## config.mk

```make
export PLATFORM = sky130hd
export DESIGN_NAME = mc_controller
export DESIGN_NICKNAME = d
export VERILOG_FILES = /design/src/rtl/riscv_ctrl_pkg.sv /design/src/rtl/alu_decoder.sv /design/src/rtl/mc_controller.sv
export SDC_FILE = /design/constraint.sdc
export NUM_CORES = 1
export LEC_CHECK = 0
export BUFFER_PORTS_ARGS = -buffer_cell sky130_fd_sc_hd__buf_4
export CORE_AREA = 4 4 41 43
export CTS_CLUSTER_SIZE = 40
export DETAILED_ROUTE_END_ITERATION = 10
export DIE_AREA = 0 0 45 47
export HOLD_SLACK_MARGIN = 0.08
export PLACE_DENSITY_LB_ADDON = 0.25
export SETUP_SLACK_MARGIN = 0.2
export SYNTH_ARGS = -nofsm -noshare
export SYNTH_HDL_FRONTEND = slang
export SYNTH_SLANG_ARGS = --single-unit
```

## constraint.sdc

```tcl
create_clock -name clk -period 1.95 [get_ports clk]
set_clock_uncertainty 0.1 [all_clocks]
set_input_delay 0.195 -clock clk [delete_from_list [all_inputs] [get_ports clk]]
set_output_delay 0.195 -clock clk [all_outputs]
set_load 0.01 [all_outputs]
```

## src/rtl/riscv_ctrl_pkg.sv

```systemverilog
// ---------------------------------------------------------------------------
// riscv_ctrl_pkg : state, opcode and datapath-select encodings for mc_controller
// Rev 1.0
// ---------------------------------------------------------------------------
`default_nettype none

package riscv_ctrl_pkg;

  typedef enum logic [3:0] {
    S_RESET    = 4'd0,
    S_FETCH    = 4'd1,
    S_DECODE   = 4'd2,
    S_MEMADR   = 4'd3,
    S_MEMREAD  = 4'd4,
    S_MEMWB    = 4'd5,
    S_MEMWRITE = 4'd6,
    S_EXECR    = 4'd7,
    S_EXECI    = 4'd8,
    S_LUI      = 4'd9,
    S_ALUWB    = 4'd10,
    S_BEQ      = 4'd11,
    S_JAL      = 4'd12,
    S_TRAP     = 4'd13
  } state_t;

  localparam logic [6:0] OP_LOAD  = 7'b0000011;
  localparam logic [6:0] OP_STORE = 7'b0100011;
  localparam logic [6:0] OP_RTYPE = 7'b0110011;
  localparam logic [6:0] OP_ITYPE = 7'b0010011;
  localparam logic [6:0] OP_BRANCH = 7'b1100011;
  localparam logic [6:0] OP_JAL   = 7'b1101111;
  localparam logic [6:0] OP_LUI   = 7'b0110111;

  localparam logic [2:0] IMM_I = 3'b000;
  localparam logic [2:0] IMM_S = 3'b001;
  localparam logic [2:0] IMM_B = 3'b010;
  localparam logic [2:0] IMM_J = 3'b011;
  localparam logic [2:0] IMM_U = 3'b100;

  localparam logic [2:0] ALU_ADD = 3'b000;
  localparam logic [2:0] ALU_SUB = 3'b001;
  localparam logic [2:0] ALU_AND = 3'b010;
  localparam logic [2:0] ALU_OR  = 3'b011;
  localparam logic [2:0] ALU_SLT = 3'b101;

  // aluop selects between forced add/sub and funct-field decoding
  localparam logic [1:0] ALUOP_ADD   = 2'b00;
  localparam logic [1:0] ALUOP_SUB   = 2'b01;
  localparam logic [1:0] ALUOP_FUNCT = 2'b10;

  localparam logic [1:0] SRCA_PC    = 2'b00;
  localparam logic [1:0] SRCA_OLDPC = 2'b01;
  localparam logic [1:0] SRCA_RS1   = 2'b10;
  localparam logic [1:0] SRCA_ZERO  = 2'b11;

  localparam logic [1:0] SRCB_RS2  = 2'b00;
  localparam logic [1:0] SRCB_IMM  = 2'b01;
  localparam logic [1:0] SRCB_FOUR = 2'b10;

  localparam logic [1:0] RES_ALUOUT = 2'b00;
  localparam logic [1:0] RES_DATA   = 2'b01;
  localparam logic [1:0] RES_ALURES = 2'b10;

endpackage

`default_nettype wire

```

## src/rtl/alu_decoder.sv

```systemverilog
// ---------------------------------------------------------------------------
// alu_decoder : maps {aluop, funct3, funct7b5, op[5]} to alucontrol
// Rev 1.0
// ---------------------------------------------------------------------------
`default_nettype none

module alu_decoder
  import riscv_ctrl_pkg::*;
(
  input  logic [1:0] aluop,
  input  logic [2:0] funct3,
  input  logic       funct7b5,
  input  logic       op5,
  output logic [2:0] alucontrol
);

  always_comb begin
    alucontrol = ALU_ADD;
    case (aluop)
      ALUOP_ADD: alucontrol = ALU_ADD;
      ALUOP_SUB: alucontrol = ALU_SUB;
      default: begin
        case (funct3)
          // only R-type (op[5]=1) can encode sub; addi with instr[30] set stays add
          3'b000:  alucontrol = (op5 & funct7b5) ? ALU_SUB : ALU_ADD;
          3'b010:  alucontrol = ALU_SLT;
          3'b110:  alucontrol = ALU_OR;
          3'b111:  alucontrol = ALU_AND;
          default: alucontrol = ALU_ADD;
        endcase
      end
    endcase
  end

endmodule

`default_nettype wire

```

## src/rtl/mc_controller.sv

```systemverilog
// ---------------------------------------------------------------------------
// mc_controller : multi-cycle RV32I main control FSM (Moore).
// Optional macro ILLEGAL_TRAP_EN: unknown opcode traps with sticky illegal flag.
// Rev 1.0
// ---------------------------------------------------------------------------
`default_nettype none

module mc_controller
  import riscv_ctrl_pkg::*;
(
  input  logic       clk,
  input  logic       rst_n,
  input  logic [6:0] op,
  input  logic [2:0] funct3,
  input  logic       funct7b5,
  input  logic       zero,
  output logic       pcwrite,
  output logic       adrsrc,
  output logic       memwrite,
  output logic       irwrite,
  output logic       regwrite,
  output logic [1:0] resultsrc,
  output logic [1:0] alusrca,
  output logic [1:0] alusrcb,
  output logic [2:0] alucontrol,
  output logic [2:0] immsrc,
  output logic       illegal
);

  state_t     state, state_next;
  logic [1:0] aluop;

  always_ff @(posedge clk or negedge rst_n) begin
    if (!rst_n) state <= S_RESET;
    else        state <= state_next;
  end

  always_comb begin
    state_next = state;
    pcwrite    = 1'b0;
    adrsrc     = 1'b0;
    memwrite   = 1'b0;
    irwrite    = 1'b0;
    regwrite   = 1'b0;
    resultsrc  = RES_ALUOUT;
    alusrca    = SRCA_PC;
    alusrcb    = SRCB_RS2;
    aluop      = ALUOP_ADD;
    illegal    = 1'b0;
    case (state)
      S_RESET: state_next = S_FETCH;
      S_FETCH: begin
        irwrite    = 1'b1;
        alusrcb    = SRCB_FOUR;
        resultsrc  = RES_ALURES;
        pcwrite    = 1'b1;
        state_next = S_DECODE;
      end
      S_DECODE: begin
        alusrca = SRCA_OLDPC;
        alusrcb = SRCB_IMM;
        case (op)
          OP_LOAD, OP_STORE: state_next = S_MEMADR;
          OP_RTYPE:          state_next = S_EXECR;
          OP_ITYPE:          state_next = S_EXECI;
          OP_BRANCH:         state_next = S_BEQ;
          OP_JAL:            state_next = S_JAL;
          OP_LUI:            state_next = S_LUI;
`ifdef ILLEGAL_TRAP_EN
          default:           state_next = S_TRAP;
`else
          default:           state_next = S_FETCH;
`endif
        endcase
      end
      S_MEMADR: begin
        alusrca    = SRCA_RS1;
        alusrcb    = SRCB_IMM;
        state_next = op[5] ? S_MEMWRITE : S_MEMREAD;
      end
      S_MEMREAD: begin
        adrsrc     = 1'b1;
        state_next = S_MEMWB;
      end
      S_MEMWB: begin
        resultsrc  = RES_DATA;
        regwrite   = 1'b1;
        state_next = S_FETCH;
      end
      S_MEMWRITE: begin
        adrsrc     = 1'b1;
        memwrite   = 1'b1;
        state_next = S_FETCH;
      end
      S_EXECR: begin
        alusrca    = SRCA_RS1;
        aluop      = ALUOP_FUNCT;
        state_next = S_ALUWB;
      end
      S_EXECI: begin
        alusrca    = SRCA_RS1;
        alusrcb    = SRCB_IMM;
        aluop      = ALUOP_FUNCT;
        state_next = S_ALUWB;
      end
      S_LUI: begin
        alusrca    = SRCA_ZERO;
        alusrcb    = SRCB_IMM;
        state_next = S_ALUWB;
      end
      S_ALUWB: begin
        regwrite   = 1'b1;
        state_next = S_FETCH;
      end
      S_BEQ: begin
        alusrca    = SRCA_RS1;
        aluop      = ALUOP_SUB;
        pcwrite    = zero;
        state_next = S_FETCH;
      end
      S_JAL: begin
        alusrca    = SRCA_OLDPC;
        alusrcb    = SRCB_FOUR;
        pcwrite    = 1'b1;
        state_next = S_ALUWB;
      end
      S_TRAP: begin
        state_next = S_TRAP;
`ifdef ILLEGAL_TRAP_EN
        illegal    = 1'b1;
`endif
      end
      default: state_next = S_RESET;
    endcase
  end

  // immsrc follows op in every state so the extender is ready during DECODE
  always_comb begin
    immsrc = IMM_I;
    case (op)
      OP_STORE:  immsrc = IMM_S;
      OP_BRANCH: immsrc = IMM_B;
      OP_JAL:    immsrc = IMM_J;
      OP_LUI:    immsrc = IMM_U;
      default:   immsrc = IMM_I;
    endcase
  end

  alu_decoder u_alu_decoder (
    .aluop      (aluop),
    .funct3     (funct3),
    .funct7b5   (funct7b5),
    .op5        (op[5]),
    .alucontrol (alucontrol)
  );

endmodule

`default_nettype wire

```

Yosys cells after proc, flatten, opt, wreduce, memory -nomap -nowiden
Cells that the tools add are included.
{"block": "word_totals", "regBits": 4, "output_inout_bits": 18}
{"block": "op_classes", "eq_ne": 24, "mux": 16, "n_bitwise": 1, "n_reduce_logical": 13}
{"cell": "$pmux 4 s7", "n": 1}
{"cell": "$eq 4x4->1 const B", "n": 6}
{"cell": "$pmux 3 s4", "n": 2}
{"cell": "$pmux 4 s6", "n": 1}
{"cell": "$eq 7x6->1 const B", "n": 3}
{"cell": "$eq 4x3->1 const B", "n": 4}
{"cell": "$eq 7x7->1 const B", "n": 2}
{"cell": "$pmux 2 s2", "n": 3}
{"cell": "$reduce_or 2->1", "n": 6}
{"cell": "$reduce_or 4->1", "n": 3}
{"cell": "$eq 4x2->1 const B", "n": 2}
{"cell": "$eq 7x2->1 const B", "n": 1}
{"cell": "$eq 7x5->1 const B", "n": 1}
{"cell": "$eq 3x3->1 const B", "n": 2}
{"cell": "$pmux 2 s3", "n": 1}
{"cell": "$pmux 3 s2", "n": 1}
{"cell": "$mux 1", "n": 5}
{"cell": "$reduce_or 5->1", "n": 1}
{"cell": "$eq 4x1->1 const B", "n": 1}
{"cell": "$logic_not 4->1", "n": 1}
{"cell": "$eq 3x2->1 const B", "n": 1}
{"cell": "$logic_not 3->1", "n": 1}
{"cell": "$eq 2x1->1 const B", "n": 1}
{"cell": "$logic_not 2->1", "n": 1}
{"cell": "3 further kinds", "n": 3}

Depth between registers and ports, before layout
{"block": "depth", "ltp_word": 5, "depth_mapped": 5, "depth_no_buf": 4}

Hierarchy
Synthesis repeated with hierarchy kept, for this count alone.
{"block": "unflattened", "cells_unflattened": 81, "area_unflattened_um2": 646.9}
{"module": "mc_controller", "instances": 1, "cells_each": 74, "area_per_inst_um2": 604.3}
{"module": "alu_decoder", "instances": 1, "cells_each": 7, "area_per_inst_um2": 42.5}

Worst setup path before layout
OpenSTA, ideal clock, no wires.
{"block": "synth_timing", "path_kind": "register to output", "from": "register state[0]", "to": "output resultsrc[1]", "t_arrival_ns": 1.286, "required_ns": 1.655, "path_slack_ns": 0.369, "stages_incl_launch_ff": 5, "path_buffers": 2, "cell_sequence": "dfrtp_1 -> buf_1 -> nand2b_1 -> nor3_1 -> buf_4"}
{"block": "synth_via", "elab_chain_cells": 2, "elab_cells_between_ends": 3, "classes_between": "2 x eq/ne; 1 x mux"}
{"item": "start: declaration", "line": "mc_controller.sv:30", "source": "state_t state, state_next;"}
{"item": "start signal: assignment", "line": "mc_controller.sv:35", "source": "else state <= state_next;"}
{"item": "$eq 4x3->1 / $eq 4x1->1 (equally long branches)", "line": "mc_controller.sv:50", "source": "case (state)"}
{"item": "$pmux 2 s2 (*)", "line": "mc_controller.sv:50"}
{"item": "end: declaration", "line": "mc_controller.sv:22", "source": "output logic [1:0] resultsrc,"}
Every way passes the cells marked *; elsewhere a longest branch is shown, timed or not.

Final worst setup path
{"block": "layout_timing", "from": "register state[3]", "to": "register state[3]"}
{"block": "layout_via", "elab_chain_cells": 3, "elab_cells_between_ends": 17, "classes_between": "13 x eq/ne; 1 x mux; 3 x reduce/logical"}
{"item": "$eq 4x4->1, or another cell as far along", "line": "mc_controller.sv:50"}
{"item": "$reduce_or 5->1 (no source line) / $reduce_or 4->1 (equally long branches)"}
{"item": "$pmux 4 s7 (*)", "line": "mc_controller.sv:50"}
{"item": "via state_next[3]", "line": "mc_controller.sv:30"}
Mark *: on every way through the listed nets, which the timed path passes. The rest lies on a longest branch.

==> results.py <==
metrics = {
    "status": {
        "status": "completed",
    },
    "sta": {
        "rsz0062_at_grt": "true",
        "hold_viol": 0,
        "setup_viol": 0,
        "worst_slack_ps": 241.8,
        "fin_setup_tns_ps": 0,
        "fin_crit_sh_pct": 87.60,
        "fin_crit_ps": 1708,
        "worst_hold_slack_ps": 185.8,
        "maxSlewViolCount": 0,
        "max_freq_ghz": 0.5854,
    },
    "placed_design": {
        "dp_hpwl_um": 1390,
        "gp_congestion": 0.7885,
        "numPortBuffers": 30,
        "place_ws_ps": 306.7,
        "placed_area_um2": 788.3,
    },
    "clock_network": {
        "clock_sinks": 4,
        "cts_tree": "built",
        "clock-root-buffer": "clkbuf_4",
        "clk_latency_ps": 240,
        "clockBufferDepth": 2,
        "cts_buffers": 3,
        "path_clk_slew_ps": 40,
        "htreeDepth": 1,
    },
    "floorplan": {
        "core-area_um2": 1301,
        "fp.dieW_um": 45,
        "die_h_um": 47,
        "start_util_pct": 43.85,
        "dieArea_um2": 2115,
        "ios": 32,
        "num_rows": 13,
    },
    "routing": {
        "antenna_left": 0,
        "wl_met3_um": 96,
        "drt_wl_total_um": 1942,
        "firstDrtPassIters": 4,
        "drc": 0,
        "dr_wl_met2_um": 1043,
        "dr.max_layer_used": "met4",
        "vias": 775,
        "drtIter0Drc": 19,
        "wl_per_cell_um": 13.87,
        "routed_via_density": 5.536,
        "m1WireLength_um": 787,
    },
    "yosys": {
        "async_reset_ff_share_pct": 100.0,
        "yosys_warnings": 0,
        "synth_area_leader_cell": "dfrtp_1",
        "syn_inst": 89,
        "synth_nets": 103,
        "synth.distinct_cells": 31,
        "ys_seq_area_share_pct": 17.54,
        "syn_area_per_cell_um2": 6.411,
        "synth_area_um2": 570.5,
        "synth_edf_count": 0,
        "synth-seq-cells": 4,
        "synth_top_cell_area_share_pct": 17.54,
        "synth_area_leaders": "dfrtp_1 18%, nor2_1 9.2%, nand2b_1 8.8%",
        "ys.flop_type": "dfrtp_1",
    },
    "run": {
        "cap_violations": 0,
    },
    "layout": {
        "layout_commonest_cell": "buf_4",
        "drive_gt1_share_pct": 40.80,
        "largest_reg_flops": 4,
        "num_antenna_cells": 0,
        "largestRegisters": "state: 4 flops",
        "largest_register": "state",
        "postLayoutCellArea_um2": 940.9,
        "areaGrowthSynthToFinish_pct": 64.91,
        "nets": 141,
        "layout_common_cells": "36 x buf_4, 13 x nor2_1, 7 x o21ai_1",
    },
    "global_routing": {
        "overflow": 0,
        "grt_pass1_wl_um": 2918,
        "antenna_found_initial": 0,
        "grt_max_degree": 18,
        "grt_pass1_vias": 657,
        "grt.total_usage_pct": 18.75,
    },
    "critical_path": {
        "reg2regPathDepth": 5,
        "cp.required_ps": 2000,
        "worstSetupPathType": "flip-flop to flip-flop",
        "crit_arrival_ps": 1760,
        "r2r-end": "state[3]$_DFF_PN0_",
        "crit_fanout": 8,
        "endpoint": "state[3]$_DFF_PN0_",
        "crit_path_end_kind": "flip-flop",
        "startpoint": "state[3]$_DFF_PN0_",
        "reg2reg_setup_slack_ps": 240,
        "cp-start-kind": "flip-flop",
        "r2r_start": "state[3]$_DFF_PN0_",
    },
    "pwr": {
        "p_sw_mw": 0.06660,
        "finalPower_mw": 0.2465,
        "max-vdd-ir-drop_uv": 288.9,
        "p_per_area_nw_per_um2": 262.0,
        "switching_share_pct": 27.01,
        "power_frac_comb_pct": 22.0,
        "p_seq_share_pct": 33.8,
        "p_leak_nw": 0.4443,
        "clock_power_share_pct": 44.2,
        "p_int_mw": 0.1799,
    },
    "worst_hold_path": {
        "hold_path_class": "input port to asynchronous set/reset pin",
    },
}
[critical path, cell delays in order (launching register included)]
cell      delay, ps
dfrtp_2         410
buf_12          140
buf_4           150
nand2b_1        150
or4_1           490
o211ai_2        170
[how the worst min path moves through the flow]
stage	end	cells after the start
6_report	state[3]$_DFF_PN0_	2
5_1_grt	state[3]$_DFF_PN0_	2
4_1_cts	state[3]$_DFF_PN0_	2
3_5_place_dp	state[0]$_DFF_PN0_	1
3_3_place_gp	state[0]$_DFF_PN0_	1
2_1_floorplan	state[0]$_DFF_PN0_	0
[power groups by stage]
stage	Clock, mW	Combinational (mW)	Sequential, mW
after global routing	0.118	0.0611	0.0833
after floorplan	0	0.0189	0.0845
after global placement	0	0.0504	0.0845
after detailed placement	0	0.0524	0.0845
after CTS	0.110	0.0540	0.0833
final	0.109	0.0543	0.0833
[what timing repair did]
action,in CTS,in global routing
endpoints found under the hold margin,4,0
gates resized for setup,8,4
setup endpoints to repair,3,6
setup buffers,1,6
hold buffers,1,0
[metal layers]
metal	GRT usage, %	vias up
met2	34.18	21
li1	-	391
met3	5.747	2
met4	1.754	0
met5	0	-
met1	22.37	361
[final cells by class]
type	instances	area, um2
inverter	6	22.52
clock buffer	3	22.52
fill	98	360.3
multi-input combinational	73	451.7
timing repair buffer	39	320.3
sequential	4	105.1
tap	15	18.77
[through the flow]
stage / utilization [%] / cells
after detailed placement: 60.58 / 129
after CTS: 66.35 / 134
after floorplan: - / 89
final: 72.31 / 140
after global placement: 60.58 / 129
after global routing: 72.31 / 140
[cells by family (layout without fill, tap and decap cells)]
| logic type | after synthesis | after routing | synth area share [%] |
|---|---|---|---|
| buf+inv | 12 | 48 | 9.866 |
| mux | 1 | 1 | 1.754 |
| xor+xnor | 1 | 1 | 1.535 |
| flops | 4 | 4 | 17.54 |
| other cells | 1 | 1 | 0.6573 |
| compound gates | 28 | 28 | 30.26 |
| simple gates | 42 | 42 | 38.38 |
[cell usage after synthesis, drive strengths merged (2+ instances only)]
master / n
nor2: 14
o21ai: 9
nand2b: 8
a21oi: 7
buf: 6
inv: 6
nand2: 5
dfrtp: 4
nor3: 4
nand3: 3
nand3b: 3
o22ai: 3
a31oi: 2
No activity file was read; power rests on OpenSTA's default activity.
